[config.mk]
export PLATFORM = sky130hd
export DESIGN_NAME = multi_cycle_control
export DESIGN_NICKNAME = d
export VERILOG_FILES = /design/src/rtl/multi_cycle_control.sv
export SDC_FILE = /design/constraint.sdc
export NUM_CORES = 1
export LEC_CHECK = 0
export ABC_CLOCK_PERIOD_IN_PS = 2500
export BUFFER_PORTS_ARGS = -buffer_cell sky130_fd_sc_hd__buf_2
export CAP_MARGIN = 20
export CELL_PAD_IN_SITES_DETAIL_PLACEMENT = 0
export CELL_PAD_IN_SITES_GLOBAL_PLACEMENT = 1
export CORE_MARGIN = 8
export CORE_UTILIZATION = 30
export CTS_CLUSTER_SIZE = 8
export DETAILED_ROUTE_END_ITERATION = 8
export HOLD_SLACK_MARGIN = 0.06
export PLACE_DENSITY = 0.79
export RECOVER_POWER = 50
export SYNTH_ARGS = -nofsm -noshare
export SYNTH_HDL_FRONTEND = slang
export SYNTH_SLANG_ARGS = --single-unit
[constraint.sdc]
create_clock -name clock -period 2.5 [get_ports clock]
set_input_delay 0.125 -clock clock [delete_from_list [all_inputs] [get_ports clock]]
set_output_delay 0.125 -clock clock [all_outputs]
set_load 0.02 [all_outputs]
[src/rtl/multi_cycle_control.sv]
// Main control FSM for the multi-cycle CPU (Moore style).
// Walks each instruction through fetch/decode/execute/memory/writeback
// and drives the datapath enables, mux selects and register-file write
// controls. RegWre is held for the whole writeback cycle because the
// register file commits on the falling edge.
module multi_cycle_control #(
  parameter logic [5:0] OP_R    = 6'b000000,
  parameter logic [5:0] OP_LW   = 6'b100011,
  parameter logic [5:0] OP_SW   = 6'b101011,
  parameter logic [5:0] OP_BEQ  = 6'b000100,
  parameter logic [5:0] OP_ADDI = 6'b001000,
  parameter logic [5:0] OP_J    = 6'b000010,
  parameter logic [5:0] OP_HALT = 6'b111111
) (
  input  logic       clock,
  input  logic       Reset,
  input  logic [5:0] opcode,
  input  logic       zero,
  output logic       PCWre,
  output logic       IorD,
  output logic       MemRd,
  output logic       MemWr,
  output logic       IRWre,
  output logic       RegWre,
  output logic       RegDst,
  output logic       MemToReg,
  output logic       ALUSrcA,
  output logic [1:0] ALUSrcB,
  output logic [1:0] ALUOp,
  output logic [1:0] PCSrc,
  output logic [3:0] state
);

  typedef enum logic [3:0] {
    S_FETCH  = 4'd0,
    S_DECODE = 4'd1,
    S_MEMADR = 4'd2,
    S_MEMRD  = 4'd3,
    S_MEMWB  = 4'd4,
    S_MEMWR  = 4'd5,
    S_EXEC   = 4'd6,
    S_ALUWB  = 4'd7,
    S_BRANCH = 4'd8,
    S_ADDIEX = 4'd9,
    S_ADDIWB = 4'd10,
    S_JUMP   = 4'd11,
    S_HALT   = 4'd12
  } state_e;

  state_e state_q, state_d;

  // Raw per-state controls before reset gating.
  logic pcwrite, branch;
  logic memwr_raw, irwre_raw, regwre_raw;

  // State register: reset returns to FETCH without waiting for a clock.
  always_ff @(posedge clock or negedge Reset) begin
    if (!Reset) state_q <= S_FETCH;
    else        state_q <= state_d;
  end

  // Next-state logic: opcode steers DECODE and MEMADR; HALT is sticky.
  always_comb begin
    state_d = S_FETCH;
    case (state_q)
      S_FETCH:  state_d = S_DECODE;
      S_DECODE: begin
        if (opcode == OP_LW || opcode == OP_SW) state_d = S_MEMADR;
        else if (opcode == OP_R)                state_d = S_EXEC;
        else if (opcode == OP_BEQ)              state_d = S_BRANCH;
        else if (opcode == OP_ADDI)             state_d = S_ADDIEX;
        else if (opcode == OP_J)                state_d = S_JUMP;
        else                                    state_d = S_HALT;
      end
      S_MEMADR: state_d = (opcode == OP_LW) ? S_MEMRD : S_MEMWR;
      S_MEMRD:  state_d = S_MEMWB;
      S_MEMWB:  state_d = S_FETCH;
      S_MEMWR:  state_d = S_FETCH;
      S_EXEC:   state_d = S_ALUWB;
      S_ALUWB:  state_d = S_FETCH;
      S_BRANCH: state_d = S_FETCH;
      S_ADDIEX: state_d = S_ADDIWB;
      S_ADDIWB: state_d = S_FETCH;
      S_JUMP:   state_d = S_FETCH;
      S_HALT:   state_d = S_HALT;
      default:  state_d = S_FETCH;
    endcase
  end

  // Output decode from current state; everything not named is 0.
  always_comb begin
    pcwrite    = 1'b0;
    branch     = 1'b0;
    IorD       = 1'b0;
    MemRd      = 1'b0;
    memwr_raw  = 1'b0;
    irwre_raw  = 1'b0;
    regwre_raw = 1'b0;
    RegDst     = 1'b0;
    MemToReg   = 1'b0;
    ALUSrcA    = 1'b0;
    ALUSrcB    = 2'b00;
    ALUOp      = 2'b00;
    PCSrc      = 2'b00;
    case (state_q)
      S_FETCH: begin
        MemRd     = 1'b1;
        irwre_raw = 1'b1;
        ALUSrcB   = 2'b01;
        pcwrite   = 1'b1;
      end
      S_DECODE: ALUSrcB = 2'b11;
      S_MEMADR: begin
        ALUSrcA = 1'b1;
        ALUSrcB = 2'b10;
      end
      S_MEMRD: begin
        IorD  = 1'b1;
        MemRd = 1'b1;
      end
      S_MEMWB: begin
        regwre_raw = 1'b1;
        MemToReg   = 1'b1;
      end
      S_MEMWR: begin
        IorD      = 1'b1;
        memwr_raw = 1'b1;
      end
      S_EXEC: begin
        ALUSrcA = 1'b1;
        ALUOp   = 2'b10;
      end
      S_ALUWB: begin
        regwre_raw = 1'b1;
        RegDst     = 1'b1;
      end
      S_BRANCH: begin
        ALUSrcA = 1'b1;
        ALUOp   = 2'b01;
        PCSrc   = 2'b01;
        branch  = 1'b1;
      end
      S_ADDIEX: begin
        ALUSrcA = 1'b1;
        ALUSrcB = 2'b10;
      end
      S_ADDIWB: regwre_raw = 1'b1;
      S_JUMP: begin
        PCSrc   = 2'b10;
        pcwrite = 1'b1;
      end
      default: ;
    endcase
  end

  // Architectural write enables are masked by Reset so an abandoned
  // instruction can never commit, even mid-writeback.
  assign PCWre  = (pcwrite | (branch & zero)) & Reset;
  assign IRWre  = irwre_raw  & Reset;
  assign RegWre = regwre_raw & Reset;
  assign MemWr  = memwr_raw  & Reset;
  assign state  = state_q;

endmodule

**After elaboration in Yosys (flattened, before gate mapping)**

Cells that the tools add are included.

- Register bits after elaboration: 4
- Input bits: 9

- Equal/unequal tests: 17
- Muxes and demuxes: 20
- Bitwise logic cells: 6
- Reduce and logical (&&, ||, !) cells: 9

Operator list:

| cell | count |
|---|---|
| 4-bit one-hot mux with 7 select lines | 1 |
| 4-bit == test (second input constant) | 5 |
| 4-bit by 3-bit == test with 1-bit output (second input constant) | 4 |
| 6-bit == test (second input constant) | 2 |
| 3-bit 2-to-1 mux | 4 |
| 1-bit 2-to-1 mux | 10 |
| 4-bit by 2-bit == test with 1-bit output (second input constant) | 2 |
| 4-bit 2-to-1 mux | 2 |
| 2-bit one-hot mux with 2 select lines | 2 |
| 2-bit OR reduction | 4 |
| 6-bit by 2-bit == test with 1-bit output (second input constant) | 1 |
| 6-bit by 3-bit == test with 1-bit output (second input constant) | 1 |
| 6-bit by 4-bit == test with 1-bit output (second input constant) | 1 |
| 6-bit zero test | 1 |
| 2-bit one-hot mux with 3 select lines | 1 |
| 1-bit AND | 5 |
| 4-bit by 1-bit == test with 1-bit output (second input constant) | 1 |
| 4-bit zero test | 1 |
| 4-bit OR reduction | 1 |
| 3-bit OR reduction | 1 |
| 1-bit logical OR | 1 |
| 1-bit bitwise OR | 1 |

**Longest topological paths before layout**

Gate-level depths: netlist (run 1).

- Depth in word-level cells: 7
- Mapped depth: 5
- Depth with buffers taken out: 4

**Worst setup path before layout (run 1)**

No wires, ideal clock.

- Kind: reg-to-output
- Start: register state_q[1] (netlist: state[1])
- End: output PCSrc[0]
- Arrival: 1.507 ns
- Path slack: 0.868 ns
- Stages on the path, launching flop included: 4
- Path buffers: 2
- Cell sequence: dfrtp_1 > buf_2 > nor3_1 > buf_4

- Cells in the longest elaborated chain, start to end: 2

Ends and longest elaborated chain:

| item | RTL line | text |
|---|---|---|
| from (decl) | 50 | `state_e state_q, state_d;` |
| from (signal assigned) | 59 | `else state_q <= state_d;` |
| 4-bit == test | 105 | `case (state_q)` |
| 2-bit one-hot mux with 2 select lines (*) | 105 |  |
| to (decl) | 30 | `output logic [1:0] PCSrc,` |

Mark *: on every way between the ends. The rest lies on a longest branch, timed or not.

**Final worst setup path (run 1)**

- Start: register state_q[2] (netlist: state[2])
- End: output RegWre

- Cells in the longest elaborated chain, start to end: 4

Ends and longest elaborated chain:

| item | RTL line | text |
|---|---|---|
| 4-bit == test / 4-bit by 3-bit == test with 1-bit output (equally long branches) | 105 |  |
| 3-bit OR reduction (no source line) (*) | -- |  |
| 1-bit 2-to-1 mux (*) | 105 |  |
| 1-bit AND (*) | 160 | `assign RegWre = regwre_raw & Reset;` |
| to (decl) | 24 | `output logic RegWre,` |

Marked as above.

==> results of run 1 <==
-- how the worst min path moves through the flow --
stage	end	start	cells past startpoint	slack, ns
global route	state[2]	opcode[2]	3	0.27
detailed placement	state[1]	Reset	1	-0.05
global placement	state[1]	Reset	1	-0.06
finish	state[2]	opcode[2]	3	0.25
floorplan	state[0]	Reset	0	-0.17
CTS	state[1]	Reset	2	0.22
-- kinds of logic (layout without fill, tap and decap cells) --
family,count (synthesis),count (layout)
AO/OA/AOI/OAI,15,15
XOR/XNOR,2,2
buffers and inverters,9,35
flip-flops,4,4
multiplexers,1,1
AND/OR/NAND/NOR,35,35
-- through the flow --
stage               util [%]  instance area [um^2]  instances  hold WS [ns]
finish                  40.6                   618        108         0.254
global route            40.6                   618        108         0.271
detailed placement      40.1                   612        104       -0.0544
CTS                     42.3                   644        108         0.223
global placement        40.1                   612        104       -0.0574
floorplan                  -                   497         66        -0.171
-- cell type report --
cell class	count	area, um^2	area share [%]
Multi-Input combinational cell	53	323	52.2
Timing Repair Buffer	28	138	22.3
Sequential cell	4	100	16.2
Clock buffer	3	22.5	3.64
Tap cell	16	20.0	3.24
Inverter	4	15.0	2.43
-- power by group through the flow --
| stage | clock (mW) | sequential, mW | combinational (mW) |
|---|---|---|---|
| floorplan | 0 | 0.157 | 0.437 |
| detailed placement | 0 | 0.206 | 0.525 |
| finish | 0.0800 | 0.198 | 0.494 |
| global route | 0.0877 | 0.207 | 0.549 |
| global placement | 0 | 0.204 | 0.526 |
| CTS | 0.0843 | 0.204 | 0.528 |
-- layer usage --
metal	up-vias	GRT usage, %	wire [um]
met2	21	14.3	634
li1	291	-	-
met1	245	11.9	756
met3	2	2.25	92
met5	-	0	0
met4	0	4.12	18
-- worst min-delay path, delay by kind of cell --
family / cells / cell delay, ns
buffers and inverters: 1 / 0.13
AOI/OAI and AO/OA: 2 / 0.19
-- what timing repair did --
item / in CTS / in global routing
endpoints found under the hold margin: 4 / 0
hold buffers: 1 / 0
endpoints found under the setup margin: 0 / 0
gates resized for setup: 0 / 0
-- layout by cell type, fill, tap and decap left out, types with 2 or more instances in the layout --
cell type  count
buf_2         21
nor2_1         9
nand3_1        6
clkbuf_1       6
nor3_1         5
inv_1          4
a21oi_1        4
nand2_1        4
dfrtp_1        4
clkbuf_4       3
nand2b_1       2
o31ai_1        2
a211oi_1       2
and3_1         2
o21ai_0        2
==> summary.md, run 1 <==
| Metric | Value |
|---|---|
| WP data required | 2.38 ns |
| Root Buffer | clkbuf_4 |
| Final setup viols | 0 |
| Total grt overflow | 0 |
| Iteration count of the initial detailed-routing pass | 4 |
| Compound-cell area share of the yosys netlist | 22.4% |
| Cell Area, Synth | 497 um^2 |
| Via Count | 559 |
| Critical register-to-register path startpoint | state[1] |
| Power density cells | 1250 mW/mm^2 |
| Combinational family with the most area after synthesis | simple AND/OR/NAND/NOR gates |
| Bufs and invs on worst path | 1 |
| Synthesis-to-layout area growth | 24.4% |
| Clock Latency Late Sink | 0.24 ns |
| Leakage | 0.292 nW |
| Fillers | 173 |
| CTS tree | done |
| Period utilisation layout | 69.1% |
| P_sw | 453 uW |
| EDFF count, synth | 0 |
| Ratio of cells with drive above 1 in the final layout | 32.6% |
| Nets | 103 |
| Htree depth | 1 |
| Flop-to-flop setup slack | 1.06 ns |
| Synth top area share | 20.2% |
| Most numerous cell in the Yosys netlist | nor2_1 |
| Clock sinks | 4 |
| Synth Warn # | 0 |
| Largest net degree at the start of global routing | 16 |
| Clock Power Share | 10.4% |
| DR WL/cell | 13.9 um |
| Avg Vias per Cell | 5.18 |
| RePlAce Congestion | 0.789 |
| Core area | 0.00152 mm^2 |
| Worst slack, placed | 1.01 ns |
| Post-synthesis cell count | 66 |
| Aggregate global-route resource usage | 9.32% |
| Die area | 0.00321 mm^2 |
| Chip width | 56.7 um |
| Initial Utilization | 32.6% |
| Final WS setup | 0.772 ns |
| CTS buffer count | 3 |
| Slowest stage delay, CP | 0.62 ns |
| Most frequent cells after synthesis | nor2_1, nand3_1, nor3_1 |
| Average cell area after synthesis | 7.53 um^2 |
| Slew margin rel. | 67.0% |
| Post-synthesis adder-cell area fraction | 0% |
| Post-synth top flop | dfrtp_1 |
| Ys async rst share | 100% |
| Flop pwr share | 25.7% |
| Status | completed |
| XOR/XNOR Fraction of Synth Area | 3.53% |
| Slew Limit Fails | 0 |
| CP max stage cell | dfrtp_1 |
| Yosys top cell by area | dfrtp_1 |
| Crit Path Class | reg2out |
| Routed Antenna Nets | 0 |
| HP Class | in2reg |
| Syn nets | 75 |
| Max Clock Freq | 0.579 GHz |
| Capture point of the worst reg-to-reg path | state[1] |
| Top-level I/O count | 28 |
| Largest register FFs | 4 |
| RSZ-0062 raised after global routing | no |
| Worst setup EP type | primary output |
| Post-synth cell types | 31 |
| Max cap viols | 0 |
| Seq/Total Area, Yosys | 20.2% |
| FF-to-FF path depth | 4 |
| Critical path arrival | 1.60 ns |
| Residual DRC count | 0 |
| Setup_tns | 0 ns |
| Switch share | 58.7% |
| CP Launch Type | flip-flop |
| Logic pwr share | 64.0% |
| Clock skew | 0.00829 ns |
| Worst slew pin tran | 0.495 ns |
| Synth area leaders | dfrtp_1, nor2_1, nand3_1 |
| Final Hold Vio Count | 0 |
| Post-CTS setup buffer count | 0 |
| First-pass GRT wire length | 2620 um |
| Vias in the first global route | 614 |
| Worst path cell trace | nand2b_1, mux2i_1, a21oi_1, nor2_1, buf_2 |
| Post-synthesis mux area share | 2.02% |
| DIE HEIGHT | 56.7 um |
| Overall power | 772 uW |
| Starting DRC count in detailed routing | 9 |
| Clock slew at reported path FFs | 0.04 ns |
| Port bufs | 27 |
| HPWL after DPL | 1160 um |
| Cell Rows | 14 |
| Worst vdd ir | 0.718 mV |
| Tmin final | 1.73 ns |
| DRT Wirelength | 1500 um |
| Antenna cells | 0 |
| Number of synthesized register bits | 4 |
| Crit path max-delay family | flip-flops |
| CP startpoint | state[2] |
| Crit Path Max Fanout | 15 |
| Clk buf depth | 2 |
| Initial antenna violation count | 0 |
| Simple-gate portion of the synthesized area | 40.8% |
| Power Internal | 319 uW |
| CP endpoint | RegWre |
| CP Depth | 5 |
Power figures use the tool's default switching activity.
==> run 2, diff against run 1 <==
- ABC_AREA: not set -> 1
- ABC_CLOCK_PERIOD_IN_PS: 2500 -> 1800
- CORE_UTILIZATION: 30 -> 25
- PLACE_DENSITY: 0.79 -> 0.74
- clock period: 2.5 -> 1.8 ns (I/O delays scaled with it)
==> run 2 against run 1 <==
Non-clock buffer count is the same. Critical path depth grew 1. Die area grew 11%. Flip-flop and latch count is the same. Via count grew 12%. Register-to-register slack lost 0.45 ns. Worst hold slack lost 0.033 ns. Critical endpoint is now PCWre.
==> summary.md, run 2 <==
| Metric | Value |
|---|---|
| Period utilisation layout | 84.2% |
| Most frequent cells in the layout | nand2_1, nor2_1, buf_2 |
| Nets | 131 |
| Largest net degree at the start of global routing | 8 |
| Tmin final | 1.52 ns |
| Top-level I/O count | 28 |
| Chip width | 59.6 um |
| Power Internal | 433 uW |
| Starting DRC count in detailed routing | 9 |
| Initial Utilization | 27.0% |
| Number of synthesized register bits | 4 |
| CTS buffer count | 3 |
| P_sw | 606 uW |
| Average cell area after synthesis | 5.28 um^2 |
| Ys async rst share | 100% |
| CP Depth | 6 |
| Initial antenna violation count | 0 |
| WP data required | 1.71 ns |
| Seq/Total Area, Yosys | 21.1% |
| HPWL after DPL | 1330 um |
| Root Buffer | clkbuf_4 |
| Clk buf depth | 2 |
| Switch share | 58.3% |
| Capture point of the worst reg-to-reg path | state[0] |
| Critical path arrival | 1.43 ns |
| Slowest stage delay, CP | 0.42 ns |
| Worst setup EP type | primary output |
| Post-CTS setup buffer count | 0 |
| Flop-to-flop setup slack | 0.61 ns |
| Avg Vias per Cell | 4.33 |
| Power density cells | 1580 mW/mm^2 |
| Total grt overflow | 0 |
| Worst slew pin tran | 0.327 ns |
| Final instance area | 657 um^2 |
| Routed Antenna Nets | 0 |
| Critical register-to-register path startpoint | state[3] |
| Clock slew at reported path FFs | 0.04 ns |
| CP endpoint | PCWre |
| Synth area leaders | dfrtp_1, nand2_1, nor2_1 |
| Post-Layout Cell Count | 145 |
| Worst path most repeated cell | nand2_1 |
| Antenna cells | 0 |
| HP Class | in2reg |
| Worst vdd ir | 0.439 mV |
| Footprint of the multi-input gates | 302 um^2 |
| Inst Count DP | 141 |
| Core area | 0.00176 mm^2 |
| Syn nets | 99 |
| FF-to-FF path depth | 5 |
| Clock Power Share | 10.3% |
| Post-synth cell types | 17 |
| Final Hold Vio Count | 0 |
| Crit path max-delay family | flip-flops |
| Final WS setup | 0.285 ns |
| Ratio of cells with drive above 1 in the final layout | 29.2% |
| Logic pwr share | 71.8% |
| RSZ-0062 raised after global routing | no |
| Aggregate global-route resource usage | 9.72% |
| Max Clock Freq | 0.660 GHz |
| Synthesis-to-layout area growth | 38.2% |
| Clock skew | 0.00202 ns |
| Crit Path Class | reg2out |
| Post-DP Area | 634 um^2 |
| DIE HEIGHT | 59.6 um |
| Crit Path Max Fanout | 5 |
| Register Area | 100 um^2 |
| First-pass GRT wire length | 2680 um |
| Largest register FFs | 4 |
| Status | completed |
| Setup_tns | 0 ns |
| CP Launch Type | flip-flop |
| Clock Latency Late Sink | 0.23 ns |
| Clock sinks | 4 |
| Yosys top cell by area | dfrtp_1 |
| Worst path cell trace | inv_2, nand2_1, nor3_2, nand2_1, a21oi_1, buf_2 |
| Cell Area, Synth | 475 um^2 |
| Worst slack, placed | 0.511 ns |
| Final setup viols | 0 |
| Via Count | 628 |
| Post-synthesis cell count | 90 |
| CTS tree | done |
| Residual DRC count | 0 |
| Leakage | 0.419 nW |
| Port bufs | 27 |
| Synth top area share | 21.1% |
| Most numerous cell in the Yosys netlist | nand2_1 |
| Die area | 0.00355 mm^2 |
| Cell Rows | 15 |
| Synth Warn # | 0 |
| CP startpoint | state[2] |
| Flop pwr share | 17.9% |
| Bufs and invs on worst path | 2 |
| Slew margin rel. | 78.2% |
| Post-synth top flop | dfrtp_1 |
| EDFF count, synth | 0 |
| Slew Limit Fails | 0 |
| RePlAce Congestion | 0.792 |
| Iteration count of the initial detailed-routing pass | 4 |
| Htree depth | 1 |
| Commonest non-fill, non-tap cell in the layout | nand2_1 |
| Vias in the first global route | 664 |
| Fillers | 236 |
| Max cap viols | 0 |
| DR WL/cell | 10.3 um |
| Most frequent cells after synthesis | nand2_1, nor2_1, inv_1 |
| CP max stage cell | dfrtp_1 |
| DRT Wirelength | 1500 um |
| Overall power | 1.04 mW |
-- run 2: changes by cell type in the layout (fill, tap and decap cells not counted), moves of 2 or more --
cell      previous run  this run
a211oi_1             2         0
and3_1               2         0
inv_1                4        10
inv_2                0         6
nand2_1              4        25
nand2b_1             2         0
nand3_1              6         8
nand3b_1             0         2
nor2_1               9        21
nor2_2               1         3
nor3_1               5         0
o31ai_1              2         0
-- run 2: worst min-delay path by stage --
stage | start | endpoint | slack [ns] | cells after the start
floorplan | Reset | state[0] | -0.21 | 0
global placement | Reset | state[0] | -0.08 | 1
detailed placement | Reset | state[3] | -0.08 | 1
CTS | Reset | state[0] | 0.21 | 2
global route | opcode[3] | state[1] | 0.26 | 4
finish | opcode[3] | state[1] | 0.22 | 4
-- run 2: cells by family after synthesis --
family	synth area share (%)
and+or+nand+nor	55.8
DFF	21.1
AOI/OAI and AO/OA	8.16
buffers and inverters	15.0
-- run 2: worst reg2reg max path: stages (launching register included) --
cell	delay, ns
dfrtp_1	0.42
nor2_2	0.25
nand2_1	0.11
nor2_1	0.18
nand3_1	0.12
nand2_1	0.07
-- run 2: what timing repair did --
action                                 4_1_cts  5_1_grt
endpoints found under the hold margin        4        0
hold buffers                                 1        0
gates resized for setup                      0        0
-- run 2: power groups by stage --
| stage | Clock [mW] | Combinational, mW | Sequential (mW) |
|---|---|---|---|
| after floorplan | 0 | 0.496 | 0.227 |
| after global placement | 0 | 0.774 | 0.184 |
| after detailed placement | 0 | 0.770 | 0.186 |
| after CTS | 0.112 | 0.774 | 0.185 |
| after global routing | 0.121 | 0.850 | 0.193 |
| final | 0.107 | 0.746 | 0.186 |
-- run 2: area by class of cell --
class                   count  share of cell area [%]
clock buffers               3                    3.43
multi-input cells          68                    45.9
repair buffers             28                    21.0
flip-flops and latches      4                    15.2
well taps                  25                    4.76
inverters                  17                    9.71
-- run 2: metal layers --
metal	wire length, um	track usage, %
met4	20	6.12
met5	0	0
met2	688	16.6
met1	624	9.73
met3	165	3.47
-- run 2: per-stage QoR --
step | util, % | hold WS [ns]
floorplan | - | -0.206
global placement | 36.0 | -0.0808
detailed placement | 36.0 | -0.0820
CTS | 37.8 | 0.212
global route | 37.2 | 0.255
finish | 37.2 | 0.221
==> run 3, diff against run 2 <==
- ABC_AREA: 1 -> 0
- ABC_CLOCK_PERIOD_IN_PS: 1800 -> 1450
- CORE_UTILIZATION: 25 -> 28
- PLACE_DENSITY: 0.74 -> 0.75
- clock period: 1.8 -> 1.45 ns (I/O delays scaled with it)
==> run 3 against run 2 <==
Clock power is 27% higher. Combinational power rose by 85%. Worst hold slack lost 0.032 ns. Setup slack worse by 0.26 ns.
==> summary.md, run 3 (synthesized netlist as in run 1, its figures left out) <==
| Metric | Value |
|---|---|
| Status | completed |
| Port bufs | 27 |
| Largest net degree at the start of global routing | 13 |
| Post-DP Area | 659 um^2 |
| Core area | 0.00169 mm^2 |
| WP data required | 1.38 ns |
| Commonest non-fill, non-tap cell in the layout | buf_2 |
| Max cap viols | 0 |
| Final instance area | 796 um^2 |
| Critical register-to-register path startpoint | state[0] |
| Die area | 0.00338 mm^2 |
| Power density cells | 2210 mW/mm^2 |
| Htree depth | 1 |
| Final setup viols | 0 |
| Critical path arrival | 1.36 ns |
| DR WL/cell | 14.3 um |
| Iteration count of the initial detailed-routing pass | 4 |
| Cell Rows | 15 |
| Largest register FFs | 4 |
| Avg Vias per Cell | 5.17 |
| Clock Latency Late Sink | 0.23 ns |
| Antenna cells | 0 |
| CTS buffer count | 3 |
| Nets | 115 |
| Vias in the first global route | 629 |
| Clock slew at reported path FFs | 0.04 ns |
| Total grt overflow | 0 |
| Final core utilization | 47.1% |
| Clk buf depth | 2 |
| DRT Wirelength | 1730 um |
| CP startpoint | state[1] |
| Slew Limit Fails | 0 |
| Period utilisation layout | 98.6% |
| Initial antenna violation count | 0 |
| Via Count | 626 |
| Crit Path Max Fanout | 6 |
| Slew margin rel. | 80.3% |
| CTS tree | done |
| Residual DRC count | 0 |
| Initial Utilization | 29.4% |
| Tmin final | 1.43 ns |
| HPWL after DPL | 1320 um |
| Final Hold Vio Count | 0 |
| First-pass GRT wire length | 2820 um |
| Clock sinks | 4 |
| CP Launch Type | flip-flop |
| HP Class | in2async |
| Worst slew pin tran | 0.292 ns |
| Routed Antenna Nets | 0 |
| Root Buffer | clkbuf_4 |
| RePlAce Congestion | 0.775 |
| Crit Path Class | reg2out |
| Top-level I/O count | 28 |
| Max Clock Freq | 0.700 GHz |
| Aggregate global-route resource usage | 10.7% |
| Starting DRC count in detailed routing | 10 |
| Most frequent cells in the layout | buf_2, buf_4, nor2_1 |
| DIE HEIGHT | 58.1 um |
| Clock skew | 0.00169 ns |
| Synthesis-to-layout area growth | 60.2% |
| Leakage | 0.378 nW |
| RSZ-0062 raised after global routing | yes |
| Worst vdd ir | 0.639 mV |
| Ratio of cells with drive above 1 in the final layout | 58.7% |
| Chip width | 58.1 um |
| Worst setup EP type | primary output |
-- run 3: final cells by class --
class	count	area (um^2)
inverter	4	15.0
fill	169	893
multi-input combinational	53	384
sequential	4	105
timing repair buffer	40	248
tap	17	21.3
clock buffer	3	22.5
-- run 3: path summary, 6_finish.rpt --
path                             to  slack (ns)  depth (start not counted)
max reg2reg                state[1]        0.18                          5
max in group asynchronous  state[1]        1.11                          2
max                           MemWr        0.02                          4
min reg2reg                state[0]        0.60                          2
min in group clock         state[0]        0.20                          4
min                        state[3]        0.19                          2
-- run 3: through the flow --
| stage | std cells | worst slack, ns | hold WS (ns) | power (mW) | TNS [ns] |
|---|---|---|---|---|---|
| 2_1_floorplan | 66 | 0.0199 | -0.223 | 1.06 | 0 |
| 3_3_place_gp | 109 | 0.151 | -0.107 | 1.37 | 0 |
| 3_5_place_dp | 109 | 0.140 | -0.109 | 1.37 | 0 |
| 4_1_cts | 114 | -0.00264 | 0.174 | 1.56 | -0.00264 |
| 5_1_grt | 121 | -0.0339 | 0.193 | 1.90 | -0.0628 |
| 6_report | 121 | 0.0209 | 0.189 | 1.76 | 0 |
-- run 3: layer usage --
layer | track usage, % | vias to the layer above | wire (um)
met3 | 4.64 | 2 | 182
met5 | 0 | - | 0
met2 | 17.4 | 34 | 812
met1 | 10.5 | 275 | 711
li1 | - | 315 | -
met4 | 8.39 | 0 | 25
-- run 3: what timing repair did --
action                                 4_1_cts  5_1_grt
pin swaps                                    0        2
endpoints found under the hold margin        4        0
hold buffers                                 1        0
setup endpoints to repair                    8        6
buffers inserted                             1        7
gates resized for setup                      6       14
-- run 3: report_power, final --
group | leakage, nW | switching [mW] | internal, mW
combinational | 0.318 | 0.795 | 0.585
clock | 0.0138 | 0.0434 | 0.0924
sequential | 0.0462 | 0.0709 | 0.169
-- run 3: worst max-delay path: stages (launching register included) --
cell,delay [ns]
dfrtp_2,0.44
inv_1,0.15
nand2_2,0.13
nor3_1,0.21
buf_2,0.20
